**src/rtl/wb_slave_pkg.sv**
```systemverilog
// Shared types and address-map defaults for the Wishbone slave bridge.
package wb_slave_pkg;

  localparam int DATA_W_DEF      = 128;
  localparam int ADR_W_DEF       = 5;
  localparam int NUM_REGS_DEF    = 16;
  localparam int CMD_ADR_DEF     = 16;
  localparam int FIFO_WR_ADR_DEF = 17;
  localparam int FIFO_RD_ADR_DEF = 18;
  localparam int DAT_ADR_DEF     = 19;
  localparam int TIMEOUT_CYC_DEF = 1024;

  typedef enum logic [2:0] {
    ST_IDLE,
    ST_ACCESS,
    ST_STALL,
    ST_EXEC,
    ST_WAIT,
    ST_ACKX,
    ST_ERR
  } state_t;

  typedef enum logic [2:0] {
    K_REG_RD,
    K_REG_WR,
    K_FIFO_RD,
    K_FIFO_WR,
    K_CMD,
    K_DAT,
    K_BAD
  } kind_t;

endpackage

```
**src/rtl/wb_addr_decoder.sv**
```systemverilog
// Combinational classification of a Wishbone address/direction into an access kind.
module wb_addr_decoder
  import wb_slave_pkg::*;
#(
  parameter int ADR_W       = ADR_W_DEF,
  parameter int NUM_REGS    = NUM_REGS_DEF,
  parameter int CMD_ADR     = CMD_ADR_DEF,
  parameter int FIFO_WR_ADR = FIFO_WR_ADR_DEF,
  parameter int FIFO_RD_ADR = FIFO_RD_ADR_DEF,
  parameter int DAT_ADR     = DAT_ADR_DEF
) (
  input  logic [ADR_W-1:0] i_adr,
  input  logic             i_we,
  output kind_t            o_kind
);

  always_comb begin
    o_kind = K_BAD;
    if (32'(i_adr) < 32'(NUM_REGS)) begin
      o_kind = i_we ? K_REG_WR : K_REG_RD;
    end else if (i_adr == ADR_W'(FIFO_WR_ADR)) begin
      o_kind = i_we ? K_FIFO_WR : K_BAD;
    end else if (i_adr == ADR_W'(FIFO_RD_ADR)) begin
      o_kind = i_we ? K_BAD : K_FIFO_RD;
    end else if (i_adr == ADR_W'(CMD_ADR)) begin
      o_kind = i_we ? K_CMD : K_BAD;
    end else if (i_adr == ADR_W'(DAT_ADR)) begin
      o_kind = i_we ? K_DAT : K_BAD;
    end
  end

endmodule

```
**src/rtl/wb_slave_bridge.sv**
```systemverilog
// Wishbone classic slave in front of the SD host core (regs, data FIFO, CMD/DAT exec).
// Optional exec wait timeout enabled by defining WB_EXEC_TIMEOUT_EN.
//
// state  | meaning
// IDLE   | waiting for cyc_i & strobe; latches address, data and access kind
// ACCESS | one-cycle reg/FIFO access with ack_o
// STALL  | FIFO full (write) or empty (read); holds until the flag clears
// EXEC   | one-cycle new_command / new_data launch
// WAIT   | waiting for the done pulse that matches the launched exec
// ACKX   | one-cycle ack_o closing an exec
// ERR    | one-cycle error_o for an unmapped address or wrong direction
module wb_slave_bridge
  import wb_slave_pkg::*;
#(
  parameter int DATA_W      = DATA_W_DEF,
  parameter int ADR_W       = ADR_W_DEF,
  parameter int NUM_REGS    = NUM_REGS_DEF,
  parameter int CMD_ADR     = CMD_ADR_DEF,
  parameter int FIFO_WR_ADR = FIFO_WR_ADR_DEF,
  parameter int FIFO_RD_ADR = FIFO_RD_ADR_DEF,
  parameter int DAT_ADR     = DAT_ADR_DEF,
  parameter int TIMEOUT_CYC = TIMEOUT_CYC_DEF
) (
  input  logic              clock,
  input  logic              reset,
  input  logic              cyc_i,
  input  logic              strobe,
  input  logic              we_i,
  input  logic [ADR_W-1:0]  adr_i,
  input  logic [DATA_W-1:0] wb_data_i,
  output logic [DATA_W-1:0] wb_data_o,
  output logic              ack_o,
  output logic              error_o,
  input  logic [DATA_W-1:0] host_data_i,
  input  logic              cmd_done_i,
  input  logic              data_done_i,
  input  logic              fifo_full_i,
  input  logic              fifo_empty_i,
  output logic [DATA_W-1:0] host_data_o,
  output logic [ADR_W-1:0]  adr_o,
  output logic              reg_read_en,
  output logic              reg_write_en,
  output logic              fifo_read_en,
  output logic              fifo_write_en,
  output logic              new_command,
  output logic              new_data,
  output logic              busy_o
);

  if (TIMEOUT_CYC < 1) begin : g_timeout_chk
    $error("wb_slave_bridge: TIMEOUT_CYC must be at least 1");
  end

  state_t              r_state;
  state_t              w_next;
  kind_t               w_kind;
  kind_t               r_kind;
  logic [ADR_W-1:0]    r_adr;
  logic [DATA_W-1:0]   r_data;
  logic                w_accept;
  logic                w_blocked;
  logic                w_done;
  logic                w_timeout;
  logic                w_access;
  logic                w_exec;

  wb_addr_decoder #(
    .ADR_W       (ADR_W),
    .NUM_REGS    (NUM_REGS),
    .CMD_ADR     (CMD_ADR),
    .FIFO_WR_ADR (FIFO_WR_ADR),
    .FIFO_RD_ADR (FIFO_RD_ADR),
    .DAT_ADR     (DAT_ADR)
  ) u_decoder (
    .i_adr  (adr_i),
    .i_we   (we_i),
    .o_kind (w_kind)
  );

  assign w_accept  = cyc_i & strobe;
  assign w_blocked = (r_kind == K_FIFO_WR) ? fifo_full_i : fifo_empty_i;
  assign w_done    = (r_kind == K_CMD) ? cmd_done_i : data_done_i;

`ifdef WB_EXEC_TIMEOUT_EN
  localparam int CNT_W = $clog2(TIMEOUT_CYC + 1);
  logic [CNT_W-1:0] r_cnt;

  // Loaded while launching so WAIT lasts exactly TIMEOUT_CYC cycles before ERR.
  always_ff @(posedge clock) begin
    if (!reset) begin
      r_cnt <= '0;
    end else if (r_state == ST_EXEC) begin
      r_cnt <= CNT_W'(TIMEOUT_CYC - 1);
    end else if (r_state == ST_WAIT && r_cnt != '0) begin
      r_cnt <= r_cnt - CNT_W'(1);
    end
  end

  assign w_timeout = (r_cnt == '0);
`else
  assign w_timeout = 1'b0;
`endif

  always_ff @(posedge clock) begin
    if (!reset) begin
      r_state <= ST_IDLE;
      r_kind  <= K_BAD;
      r_adr   <= '0;
      r_data  <= '0;
    end else begin
      r_state <= w_next;
      if (r_state == ST_IDLE && w_accept) begin
        r_kind <= w_kind;
        r_adr  <= adr_i;
        r_data <= wb_data_i;
      end
    end
  end

  always_comb begin
    w_next = r_state;
    case (r_state)
      ST_IDLE: begin
        if (w_accept) begin
          case (w_kind)
            K_REG_RD, K_REG_WR: w_next = ST_ACCESS;
            K_FIFO_RD:          w_next = fifo_empty_i ? ST_STALL : ST_ACCESS;
            K_FIFO_WR:          w_next = fifo_full_i ? ST_STALL : ST_ACCESS;
            K_CMD, K_DAT:       w_next = ST_EXEC;
            default:            w_next = ST_ERR;
          endcase
        end
      end
      ST_STALL: begin
        if (!cyc_i)          w_next = ST_IDLE;
        else if (!w_blocked) w_next = ST_ACCESS;
      end
      ST_EXEC: w_next = ST_WAIT;
      // Master abandoning the cycle wins over a late done; the exec itself keeps running.
      ST_WAIT: begin
        if (!cyc_i)         w_next = ST_IDLE;
        else if (w_done)    w_next = ST_ACKX;
        else if (w_timeout) w_next = ST_ERR;
      end
      default: w_next = ST_IDLE;
    endcase
  end

  assign w_access = (r_state == ST_ACCESS);
  assign w_exec   = (r_state == ST_EXEC);

  assign ack_o         = w_access | (r_state == ST_ACKX);
  assign error_o       = (r_state == ST_ERR);
  assign busy_o        = (r_state == ST_STALL) | w_exec | (r_state == ST_WAIT);
  assign reg_read_en   = w_access & (r_kind == K_REG_RD);
  assign reg_write_en  = w_access & (r_kind == K_REG_WR);
  assign fifo_read_en  = w_access & (r_kind == K_FIFO_RD);
  assign fifo_write_en = w_access & (r_kind == K_FIFO_WR);
  assign new_command   = w_exec & (r_kind == K_CMD);
  assign new_data      = w_exec & (r_kind == K_DAT);
  assign wb_data_o     = (reg_read_en | fifo_read_en) ? host_data_i : '0;
  assign host_data_o   = r_data;
  assign adr_o         = r_adr;

endmodule
```
**config.mk**
```make
export PLATFORM = sky130hd
export DESIGN_NAME = wb_slave_bridge
export DESIGN_NICKNAME = d
export VERILOG_FILES = /design/src/rtl/wb_slave_pkg.sv /design/src/rtl/wb_addr_decoder.sv /design/src/rtl/wb_slave_bridge.sv
export SDC_FILE = /design/constraint.sdc
export NUM_CORES = 1
export LEC_CHECK = 0
export BUFFER_PORTS_ARGS = -buffer_cell sky130_fd_sc_hd__buf_2
export CORE_AREA = 5 5 208 210
export DETAILED_ROUTE_END_ITERATION = 12
export DIE_AREA = 0 0 213 215
export SETUP_SLACK_MARGIN = 0.15
export SYNTH_ARGS = -nofsm -noshare
export SYNTH_HDL_FRONTEND = slang
export SYNTH_SLANG_ARGS = --single-unit
```
**constraint.sdc**
```tcl
create_clock -name clock -period 2.1 [get_ports clock]
set_input_delay 0.315 -clock clock [delete_from_list [all_inputs] [get_ports clock]]
set_output_delay 0.315 -clock clock [all_outputs]
set_load 0.02 [all_outputs]
```
==> metrics.md <==
| Metric | Value |
|---|---|
| I/O Buffers | `roughly 540` |
| Clk network pwr share | `43.0%` |
| Root Driver | `clkbuf_16` |
| Die area | `~46000 sq um` |
| Failing checks | `negative setup slack` |
| # rows | `75` |
| Final period utilization | `109%` |
| Final cell count without fillers | `between 1500 and 2000` |
| Xor-xnor portion of the synthesized cell area | `0.262%` |
| F_max | `around 0.44 GHz` |
| Post-DP HPWL | `approximately 22000 um` |
| Most frequent cells in the layout | `418 x buf_2, 275 x nand2_1, 136 x dfxtp_1` |
| Detail-routed via count per cell | `around 4.2` |
| Hold buffer count at cts | `0` |
| Clk Latency, worst-skew pair | `~450 ps` |
| Clock Path Buffers | `2` |
| Top cells by area, synth | `dfxtp_1 42%, nand2_1 16%, and3_1 12%, a21boi_0 9.6%, a21boi_2 8.4%` |
| Final WS setup | `-188 ps` |
| Mux share of post-synthesis cell area | `less than 1%` |
| Leakage | `~5.8 nW` |
| Worst Path Arrival | `1970 ps` |
| Slew Limit Fails | `0` |
| Drt total wl | `approximately 32000 um` |
| Syn. warnings | `0` |
| Combinational family with the most area after synthesis | `simple AND/OR/NAND/NOR gates` |
| Average cell area after synthesis | `8.20 sq um` |
| Area delta synth->final | `75.5%` |
| Vias in the first global route | `7324` |
| Worst hold slack | `108 ps` |
| Core area | `about 41000 sq um` |
| PD cells | `619 nW/um^2` |
| Worst Tran Pin Value | `380 ps` |
| Min-Delay Path Class | `input port to flip-flop` |
| RSZ-0062 raised after global routing | `true` |
| Die W | `213 um` |
| Die span in y | `215 um` |
| Clock Skew | `just under 30 ps` |
| Share of the synthesized area in the top cell type | `between 40% and 50%` |
| Switching Share | `between 20% and 30%` |
| Inst Count DP | `1839` |
| Worst-path clk slew | `70 ps` |
| Post-synth cell types | `44` |
| # IOs | `540` |
| Setup CP Type | `flip-flop to primary output` |
| Sequential cell fraction of total power | `39.3%` |
| Clk sinks | `between 100 and 150` |
| DRT Pass-1 Iters | `5` |
| H-tree Lvls | `4` |
| Run status | `finished with violations` |
| GR Util All Layers | `between 10% and 20%` |
| Post-Syn Area | `between 6000 and 7000 sq um` |
| CP Max Fanout | `16` |
| Routed Antenna Nets | `0` |
| Post-Synth Adder-Cell Area | `0%` |
| Post-Syn Instances | `between 800 and 900` |
| Total power | `7.26 mW` |
| Worst Path Required | `1780 ps` |
| Layout fillers | `4404` |
| Post-layout util | `28.3%` |
| Number of DRC markers in iteration 0 | `470` |
| Final Wtd Congestion | `0.898` |
| CTS tree | `done` |
| GRT overflow | `0` |
| Initial core utilization | `about 16%` |
| Largest net degree at the start of global routing | `roughly 110` |
| Period minus WS final | `2290 ps` |
| Internal Power | `approximately 5.3 mW` |
| Max-slew headroom | `about three quarters` |
| Final Hold Violating Endpoints | `0` |
| Commonest non-fill, non-tap cell in the layout | `buf_2` |
| Initial antenna violation count | `3` |
| Crit. End Element | `primary output` |
| Syn nets | `between 1000 and 1500` |
| Peak VDD IR | `approximately 600 uV` |
| DP Area | `around 9900 sq um` |
| Fraction of layout cells with a size suffix above 1 | `between 50% and 60%` |
| CP Launch Type | `flip-flop` |
| Comb power frac | `17.7%` |
| Fin nets | `about 1600` |
| First-pass GRT wire length | `40900 um` |
| Yosys reg bits | `between 100 and 150` |
| Final instance area | `between 10000 and 15000 sq um` |
| Sw Pwr | `between 1.5 and 2 mW` |
| Total CTS buffers | `17` |
| Max Cap Viol | `0` |
| Remaining DRCs | `0` |
| DR vias | `approximately 7900` |
| Post-synthesis simple-gate area fraction | `a little under a third` |
| WL/cell | `between 15 and 20 um` |
| Post-synthesis compound-gate area fraction | `approximately 20%` |
| Register area share after synthesis | `a little over two fifths` |
| Final setup violation count | `roughly 130` |
| Yosys top cell by area | `dfxtp_1` |
per-layer routing:
layer	vias up	track usage (%)	routed length [um]
met5	-	0	0
met4	0	3.31	527
met3	33	4.20	3540
met2	435	19.2	15200
met1	3656	13.5	12400
li1	3782	-	-
critical path, cell delays in order (launching register included):
cell	delay (ps)
dfxtp_2	320
and2b_1	200
nor3b_4	280
buf_8	210
buf_12	170
and3_1	200
buf_6	130
state kept, by name, summed over array words and instances (netlist names):
register,cells
host_data_o,128
adr_o,5
r_kind,3
r_state,3
stage by stage:
stage | setup WS (ps) | TNS (ps)
finish | -188 | -19950
global route | -274 | -30270
CTS | -203 | -19890
detailed placement | 190 | 0
global placement | 216 | 0
floorplan | 225 | 0
power by group through the flow:
stage          sequential [mW]  combinational [mW]  clock (mW)
6_report                  2.85                1.29        3.12
5_1_grt                   2.87                1.39        3.33
4_1_cts                   2.85                1.24        3.22
3_5_place_dp              2.91                1.22           0
3_3_place_gp              2.91                1.20           0
2_1_floorplan             3.07               0.495           0
path summary, 6_finish.rpt:
kind              startpoint               to  slack (ps)  cells past startpoint
min            wb_data_i[80]  host_data_o[80]         110                      3
max               r_state[1]    wb_data_o[94]        -190                      6
min reg2reg  host_data_o[80]  host_data_o[80]         450                      2
max reg2reg       r_state[1]  host_data_o[59]         260                      8
layout make-up:
class                      count  area (sq um)  share of cell area [%]
sequential                   139          2790                    23.8
multi-input combinational    595          3580                    30.5
tap                          539           674                    5.75
clock inverter                12           145                    1.24
inverter                       4          15.0                   0.128
clock buffer                  20           467                    3.98
timing repair buffer         581          4050                    34.5
antenna                        4          10.0                  0.0854
timing repair:
action	CTS	global route
gates resized for setup	55	210
endpoints found under the setup margin	133	134
buffers inserted	3	2
cloned	2	12
pin swaps	0	15
cells by family after synthesis:
group,count (synthesis)
and+or+nand+nor,436
AOI/OAI and AO/OA,154
DFF,139
buffers and inverters,81
muxes,3
xor gates and xnor gates,2
cells in the mapped netlist, drive strengths merged:
library cell	count
mux2	1
xor2	1
clkbuf	54
a31o	1
and2	1
a311oi	1
nor2b	4
nand3	4
or3b	1
a211o	1
nand2b	2
and3	132
o21bai	1
nand4	2
a21boi	135
a41oi	1
a211oi	1
buf	23
nor4	2
nor3b	1
nor3	1
and2b	1
o2111ai	2
nor2	6
o211a	1
o21ai	2
nand3b	2
inv	4
xnor2	1
o21a	1
a21oi	3
a2bb2oi	1
dfxtp	139
mux2i	2
nand2	276
o311a	1
nor4bb	1
o211ai	2
Power figures use the tool's default switching activity.
